<file path="src/rtl/fpga_cfg_pkg.sv">
// fpga_cfg_pkg: shared state encoding and configuration field layout for logic tiles
package fpga_cfg_pkg;
  typedef enum logic [1:0] {UNCONF, SHIFT, ACTIVE} state_e;
  localparam int LUT_LSB = 0;
  function automatic int cfg_bits(input int k);
    return (1 << k) + 2;
  endfunction
  function automatic int reg_sel_idx(input int k);
    return 1 << k;
  endfunction
  function automatic int init_idx(input int k);
    return (1 << k) + 1;
  endfunction
endpackage

</file>
<file path="src/rtl/lut_mux.sv">
// lut_mux: 2^K:1 selection mux, sel picks one bit of data
module lut_mux #(
  parameter int K = 4
) (
  input  logic [2**K-1:0] data,
  input  logic [K-1:0]    sel,
  output logic            y
);
  assign y = data[sel];
endmodule

</file>
<file path="src/rtl/cfg_logic_tile.sv">
// cfg_logic_tile: K-input LUT tile with optional output flop and scan-loaded, atomically committed config
module cfg_logic_tile
  import fpga_cfg_pkg::*;
#(
  parameter int K = 4
) (
  input  logic         clock,
  input  logic         reset_n,
  input  logic [K-1:0] in,
  input  logic         ce,
  output logic         out,
  input  logic         cfg_en,
  input  logic         cfg_in,
  output logic         cfg_out,
  input  logic         cfg_commit,
  output logic         cfg_done,
  output logic         cfg_err
);
  localparam int CFG_BITS = cfg_bits(K);
  localparam int N = 2**K;
  localparam int RS = reg_sel_idx(K);
  localparam int IV = init_idx(K);
  localparam int CW = $clog2(CFG_BITS + 2);
  logic [CFG_BITS-1:0] shadow_q, shadow_d, active_q, active_d;
  logic [CW-1:0] cnt_q, cnt_d;
  state_e state_q, state_d;
  logic valid_q, valid_d, q_q, q_d, done_q, done_d, err_q, err_d;
  logic shift, commit, ok, run, lut_o;
  assign shift  = cfg_en & ~cfg_commit;
  assign commit = cfg_commit & ~cfg_en;
  assign ok     = commit && state_q == SHIFT && cnt_q == CW'(CFG_BITS);
  // the old function keeps running while a new config streams in
  assign run    = state_q == ACTIVE || (state_q == SHIFT && valid_q);
  lut_mux #(.K(K)) u_lut_mux (
    .data(active_q[LUT_LSB +: N]),
    .sel (in),
    .y   (lut_o)
  );
  always_comb begin
    shadow_d = shift ? {cfg_in, shadow_q[CFG_BITS-1:1]} : shadow_q;
    active_d = ok ? shadow_q : active_q;
    valid_d  = valid_q | ok;
    cnt_d    = cfg_commit ? '0 : (shift && cnt_q != CW'(CFG_BITS + 1)) ? cnt_q + 1'b1 : cnt_q;
    done_d   = shift ? 1'b0 : ok ? 1'b1 : done_q;
    err_d    = (cfg_commit & ~ok) ? 1'b1 : shift ? 1'b0 : err_q;
    q_d      = ok ? shadow_q[IV] : !run ? 1'b0 : ce ? lut_o : q_q;
    state_d  = shift ? SHIFT
             : (commit && state_q == SHIFT) ? ((ok || valid_q) ? ACTIVE : UNCONF)
             : state_q;
  end
  always_ff @(posedge clock or negedge reset_n) begin
    if (!reset_n) begin
      shadow_q <= '0;
      active_q <= '0;
      cnt_q    <= '0;
      state_q  <= UNCONF;
      valid_q  <= 1'b0;
      q_q      <= 1'b0;
      done_q   <= 1'b0;
      err_q    <= 1'b0;
    end else begin
      shadow_q <= shadow_d;
      active_q <= active_d;
      cnt_q    <= cnt_d;
      state_q  <= state_d;
      valid_q  <= valid_d;
      q_q      <= q_d;
      done_q   <= done_d;
      err_q    <= err_d;
    end
  end
  assign out      = run & (active_q[RS] ? q_q : lut_o);
  assign cfg_out  = shadow_q[0];
  assign cfg_done = done_q;
  assign cfg_err  = err_q;
endmodule

</file>
<file path="config.mk">
export PLATFORM = sky130hd
export DESIGN_NAME = cfg_logic_tile
export DESIGN_NICKNAME = d
export VERILOG_FILES = /design/src/rtl/fpga_cfg_pkg.sv /design/src/rtl/lut_mux.sv /design/src/rtl/cfg_logic_tile.sv
export SDC_FILE = /design/constraint.sdc
export NUM_CORES = 1
export LEC_CHECK = 0
export CORE_ASPECT_RATIO = 0.5
export CORE_MARGIN = 5
export CORE_UTILIZATION = 45
export CTS_BUF_LIST = sky130_fd_sc_hd__clkbuf_8
export CTS_CLUSTER_DIAMETER = 120
export DETAILED_ROUTE_END_ITERATION = 10
export PLACE_DENSITY = 0.66
export SYNTH_ARGS = -nofsm -noshare
export SYNTH_HDL_FRONTEND = slang
export SYNTH_SLANG_ARGS = --single-unit
</file>
<file path="constraint.sdc">
create_clock -name clock -period 1.7 [get_ports clock]
set_clock_uncertainty 0.05 [all_clocks]
set_input_delay 0.17 -clock clock [delete_from_list [all_inputs] [get_ports clock]]
set_output_delay 0.17 -clock clock [all_outputs]
set_load 0.05 [all_outputs]
</file>
==> results of run 1 <==
## how the worst min path moves through the flow
stage | to | slack [ps] | depth (start not counted)
floorplan | active_q[0] | -180 | 0
global placement | cnt_q[1] | 230 | 2
detailed placement | cnt_q[1] | 240 | 2
CTS | shadow_q[17] | 420 | 2
global route | shadow_q[17] | 440 | 2
finish | cnt_q[1] | 430 | 3
## layout make-up
| cell class | count | area (um2) | area share, % |
|---|---|---|---|
| inverter | 6 | 22.5 | 0.903 |
| multi-input combinational | 84 | 858 | 34.4 |
| clock inverter | 3 | 41.3 | 1.66 |
| tap | 57 | 71.3 | 2.86 |
| timing repair buffer | 31 | 280 | 11.2 |
| clock buffer | 5 | 68.8 | 2.76 |
| sequential | 46 | 1150 | 46.2 |
## cell usage in the layout, fill, tap and decap left out
master,Yosys,routed
a21oi_1,3,3
a31oi_1,1,1
a31oi_2,1,1
a32o_1,1,1
and4bb_1,1,1
buf_12,0,2
buf_2,2,1
buf_4,0,18
buf_6,2,1
bufinv_16,0,1
clkbuf_8,0,5
clkdlybuf4s50_1,0,7
clkinvlp_4,0,1
dfrtp_1,46,46
dlygate4sd2_1,0,1
dlygate4sd3_1,0,1
ha_1,2,2
inv_1,6,7
mux2_1,5,5
mux2_2,16,15
mux2_4,14,15
mux2i_1,5,5
mux4_2,1,4
nand2_1,7,7
nand2b_1,3,3
nand3_1,3,3
nand4_1,1,1
nand4_2,1,1
nand4b_1,1,1
nor2_1,4,4
nor2b_1,1,1
o211ai_2,1,1
o21ai_0,2,2
o21ai_2,0,1
o2bb2ai_1,1,1
o31ai_1,1,1
or2_0,1,1
or2_2,1,1
xnor2_1,1,1
xor2_1,1,1
## logic make-up (layout without fill, tap and decap cells)
| logic type | Yosys count | after routing | share of synthesized area, % |
|---|---|---|---|
| compound gates | 12 | 12 | 4.22 |
| xor+xnor | 2 | 2 | 0.844 |
| fa+ha+maj | 2 | 2 | 1.21 |
| buf+inv | 12 | 45 | 3.01 |
| flops | 46 | 46 | 55.5 |
| mux | 44 | 44 | 28.8 |
| simple gates | 24 | 24 | 6.45 |
## where the power goes
| group | internal (uW) | switching (uW) |
|---|---|---|
| sequential | 1260 | 127 |
| combinational | 185 | 126 |
| clock | 433 | 356 |
## registers in the layout, summed over array words and instances, names as in the netlist
signal,count
active_q,17
cfg_done,1
cfg_err,1
cnt_q,5
q_q,1
shadow_q,18
state_q,2
valid_q,1
## per-stage QoR
| step | TNS, ps | power (uW) |
|---|---|---|
| floorplan | 0 | 1580 |
| global placement | -687 | 1700 |
| detailed placement | -827 | 1720 |
| CTS | -260 | 2520 |
| global route | -1010 | 2630 |
| finish | -233 | 2490 |
## per-layer routing
metal / vias up / track usage, % / part of all wire [%]
met2: 12 / 20.2 / 43
met3: 2 / 3.56 / 2.5
met1: 591 / 18.1 / 54
met5: - / 0 / 0
met4: 0 / 4.43 / 0.69
li1: 570 / - / -
## repair_timing
| action | 4_1_cts | 5_1_grt |
|---|---|---|
| hold buffers | 1 | 0 |
| resized for setup | 6 | 0 |
| cloned | 0 | 0 |
| pin swaps | 2 | 1 |
| endpoints found under the hold margin | 46 | 0 |
| endpoints found under the setup margin | 3 | 21 |
| buffers inserted | 2 | 5 |
## worst max-delay path, delay by kind of cell (launching register included)
family | cells | cell delay, ps
AOI/OAI and AO/OA | 1 | 60
buffers and inverters | 1 | 150
DFF | 1 | 390
muxes | 3 | 820
==> summary.txt, run 1 <==
Status = finished, violations left
Failing checks = negative setup slack
TritonCTS Buffers = 5
N_diodes = 0
HP Class = in -> async
Crit-path cells = mux4_2, mux2i_1, mux2_4, o21ai_2, buf_6
Nets = 186
Final setup violation count = 1
Total grt overflow = 0
Fmax = 517 MHz
Clock slew at reported path FFs = 80 ps
Syn Nets = 154
Final cycle utilization of the critical path = 114%
Tmin final = 1930 ps
Dpl ws = -514 ps
Initial antenna violation count = 0
Largest net degree at the start of global routing = 47
Vias = 1175
Ys flop type = dfrtp_1
Worst slew pin tran = 570 ps
Design area = 0.00249 mm2
Clock Path Buffers = 2
Max stage delay on crit path = 470 ps
YS warnings = 0
Crit-path max FO = 2
Initial Util = 46.9%
Hold_ws = 425 ps
Crit Reg-Reg Startpoint = cnt_q[0]
Die area = 0.00615 mm2
Post-DP HPWL = 2.33 mm
Non-filler cells, final = 232
First-pass DRT Iterations = 4
Crit path required time = 1480 ps
Share of cells above drive strength 1 = 38.9%
Dpl cell area = 0.00233 mm2
Max-Cap Viols = 0
Post-synth cell types = 34
CTS tree = done
CP max-delay cell = mux4_2
Avg Cell Area, Syn = 14.6 um2
Port bufs = 13
Post-synth EDFFs = 0
Die Height = 58.0 um
Arr. time, crit path = 1710 ps
Root Driver = clkbuf_8
Worst Setup Path Type = reg -> out
Worst setup endpoint = out
Post-synth top area cell = dfrtp_1
Initial detailed-routing violation count = 20
Yosys reg bits = 46
Die width = 106 um
H-tree depth = 2
Gpl congestion = 0.727
Final WL = 3.48 mm
Critical R2R Capture = active_q[0]
Synth Instances = 142
Standard-cell rows = 17
Clock sink total = 46
Routed WL per cell = 15.0 um
Worst setup EP type = output pin
Worst Setup Slack, final = -233 ps
Peak supply drop = 0.000354 V
Vias in the first global route = 1284
Area contributors post-synth = dfrtp_1, mux2_4, mux2_2, mux4_1, mux2_1
Mapped Area = 0.00208 mm2
Share of the yosys chip area belonging to registers = 55.5%
Core area = 0.00442 mm2
Placed Cells incl. Taps = 216
Fillers = 373
CP startpoint = active_q[13]
FF-to-FF path depth = 6
DRC = 0
CP startpoint kind = flop
Worst skew pair latency = 290 ps
Top cell type's share of synthesized area = 55.5%
First-pass GRT wire length = 6.26 mm
Ports = 14
Routed Antenna Nets = 0
Fin. max-slew vios = 0
RSZ-0062 raised after global routing = yes
Layout area overhead = 20.1%
Global-route usage over all layers = 13.1%
Via density = 5.06
Synth top cells by count = dfrtp_1, mux2_2, mux2_4, nand2_1, inv_1
P_leak = 0.00125 uW
Most frequent cell after synthesis = dfrtp_1
Post-layout util = 56.4%
Relative slew slack = 62.0%
Cell area power density = 998 mW/mm2
FFs w/ async S/R, synth = 100%
R2r setup slk = 60 ps
Final Hold Fails = 0
Power figures use the tool's default switching activity.
==> inputs of run 2 (changes only) <==
- CORE_UTILIZATION: 45 -> 54
- PLACE_DENSITY: 0.66 -> 0.77
==> run 2 against run 1 <==
Effect of this change:
- cell area is 1.5% lower
- maximum frequency is 1.4% lower
- largest cell class unchanged
- sequential share of layout area is 0.71 points higher
- die area is 15% lower
- first-iteration DRC count is 55% higher
- sequential power hardly changed
- hold slack worse by 50 ps
- highest routed layer unchanged
- the run still ends with negative setup slack left
- setup slack worse by 28 ps
- wire length is 1.8% higher
- register-to-register slack hardly changed
- power is 0.84% higher
==> summary.txt, run 2 (same netlist as run 1, synthesis figures left out) <==
Status = finished, violations left
Failing checks = negative setup slack
Final Hold Fails = 0
Global-route usage over all layers = 15.2%
Commonest non-fill, non-tap cells in the layout = dfrtp_1, mux2_4, mux2_2
Stages on worst setup path = 5
Most common cell after layout, fill and taps aside = dfrtp_1
Initial Util = 58.2%
FF-to-FF path depth = 6
Crit path max-delay family = multiplexers
Root Driver = clkbuf_8
Non-filler cells, final = 221
Die width = 97.7 um
Ports = 14
HP Class = in -> async
Port bufs = 13
Placed Cells incl. Taps = 211
First-pass DRT Iterations = 6
R2r setup slk = 70 ps
Cell area power density = 1020 mW/mm2
Critical R2R Capture = active_q[15]
Max-Cap Viols = 0
Initial antenna violation count = 0
Largest regs = shadow_q x18, active_q x17, cnt_q x5
Reg with most FFs = shadow_q
Clock slew at reported path FFs = 90 ps
Crit Reg-Reg Startpoint = cnt_q[0]
Max reg flops = 18
Initial detailed-routing violation count = 31
Die area = 0.00526 mm2
TritonCTS Buffers = 5
Relative slew slack = 56.1%
Layout area overhead = 18.3%
Crit-path max FO = 2
Clock sink total = 46
CP max-delay cell = mux4_2
Largest net degree at the start of global routing = 32
Via density = 5.24
CTS tree = done
Final cycle utilization of the critical path = 115%
Standard-cell rows = 15
Worst Setup Path Type = reg -> out
Max stage delay on crit path = 480 ps
Post-DP HPWL = 2.53 mm
Tmin final = 1960 ps
Die Height = 53.8 um
Crit path required time = 1480 ps
Vias in the first global route = 1252
Worst slew pin tran = 659 ps
Vias = 1158
First-pass GRT wire length = 6.00 mm
CP startpoint = active_q[13]
DRC = 0
RSZ-0062 raised after global routing = yes
Crit-path cells = mux4_2, mux2i_1, mux2_4, o21ai_2, buf_6
Design area = 0.00246 mm2
Arr. time, crit path = 1740 ps
Fmax = 510 MHz
P_leak = 0.00123 uW
Peak supply drop = 0.000659 V
Core area = 0.00357 mm2
Clock Path Buffers = 2
N_diodes = 0
Fillers = 234
Worst setup EP type = output pin
Worst skew pair latency = 300 ps
CP startpoint kind = flop
Gpl congestion = 0.836
Routed WL per cell = 16.0 um
Worst setup endpoint = out
Worst Setup Slack, final = -261 ps
Fin. max-slew vios = 0
Dpl cell area = 0.00233 mm2
H-tree depth = 2
Nets = 181
Final setup violation count = 1
Total grt overflow = 0
Routed Antenna Nets = 0
Buffers & Inverters on Critical Path = 1
Share of cells above drive strength 1 = 37.6%
Final WL = 3.54 mm
run 2: cell count changes in the layout (fill, tap and decap cells not counted):
cell	previous run	this run
mux2_1	5	4
buf_6	1	2
mux2_4	15	16
buf_4	18	12
run 2: worst min-delay path by stage:
stage,cells after the start,startpoint,end
2_1_floorplan,0,reset_n,active_q[0]
3_3_place_gp,1,reset_n,cnt_q[2]
3_5_place_dp,1,reset_n,cnt_q[3]
4_1_cts,2,reset_n,valid_q
5_1_grt,2,cfg_in,shadow_q[17]
6_report,2,reset_n,valid_q
run 2: what timing repair did:
action,4_1_cts,5_1_grt
endpoints found under the setup margin,1,3
endpoints found under the hold margin,29,0
setup buffers,1,0
gates resized for setup,5,3
hold buffers,1,0
pin swaps,1,0
run 2: routing by layer:
layer | up-vias | routed length, um | share of wire [%] | global-route usage, %
li1 | 556 | - | - | -
met2 | 15 | 1560 | 44 | 24.3
met3 | 8 | 101 | 2.9 | 4.92
met4 | 0 | 53 | 1.5 | 5.98
met5 | - | 0 | 0 | 0
met1 | 579 | 1820 | 52 | 19.8
run 2: where the power goes:
group,switching [uW],internal [uW],leakage [uW]
Clock,370,433,0.0000556
Sequential,128,1260,0.000616
Combinational,132,184,0.000559
Total,630,1880,0.00123
run 2: stage by stage:
stage,hold WS [ps],setup TNS [ps],power (uW),utilization (%),setup slack [ps]
floorplan,-176,0,1580,-,75.4
global placement,178,-686,1700,65.2,-445
detailed placement,195,-834,1730,65.2,-520
global route,430,-342,2640,68.9,-342
CTS,402,-282,2540,68.8,-282
finish,375,-261,2510,68.9,-261
run 2: layout make-up:
type	instances	area (um2)	area share (%)
Timing Repair Buffer	26	246	10.0
Clock buffer	5	68.8	2.80
Inverter	6	22.5	0.917
Clock inverter	3	41.3	1.68
Tap cell	51	63.8	2.60
Multi-Input combinational cell	84	862	35.1
Sequential cell	46	1150	46.9
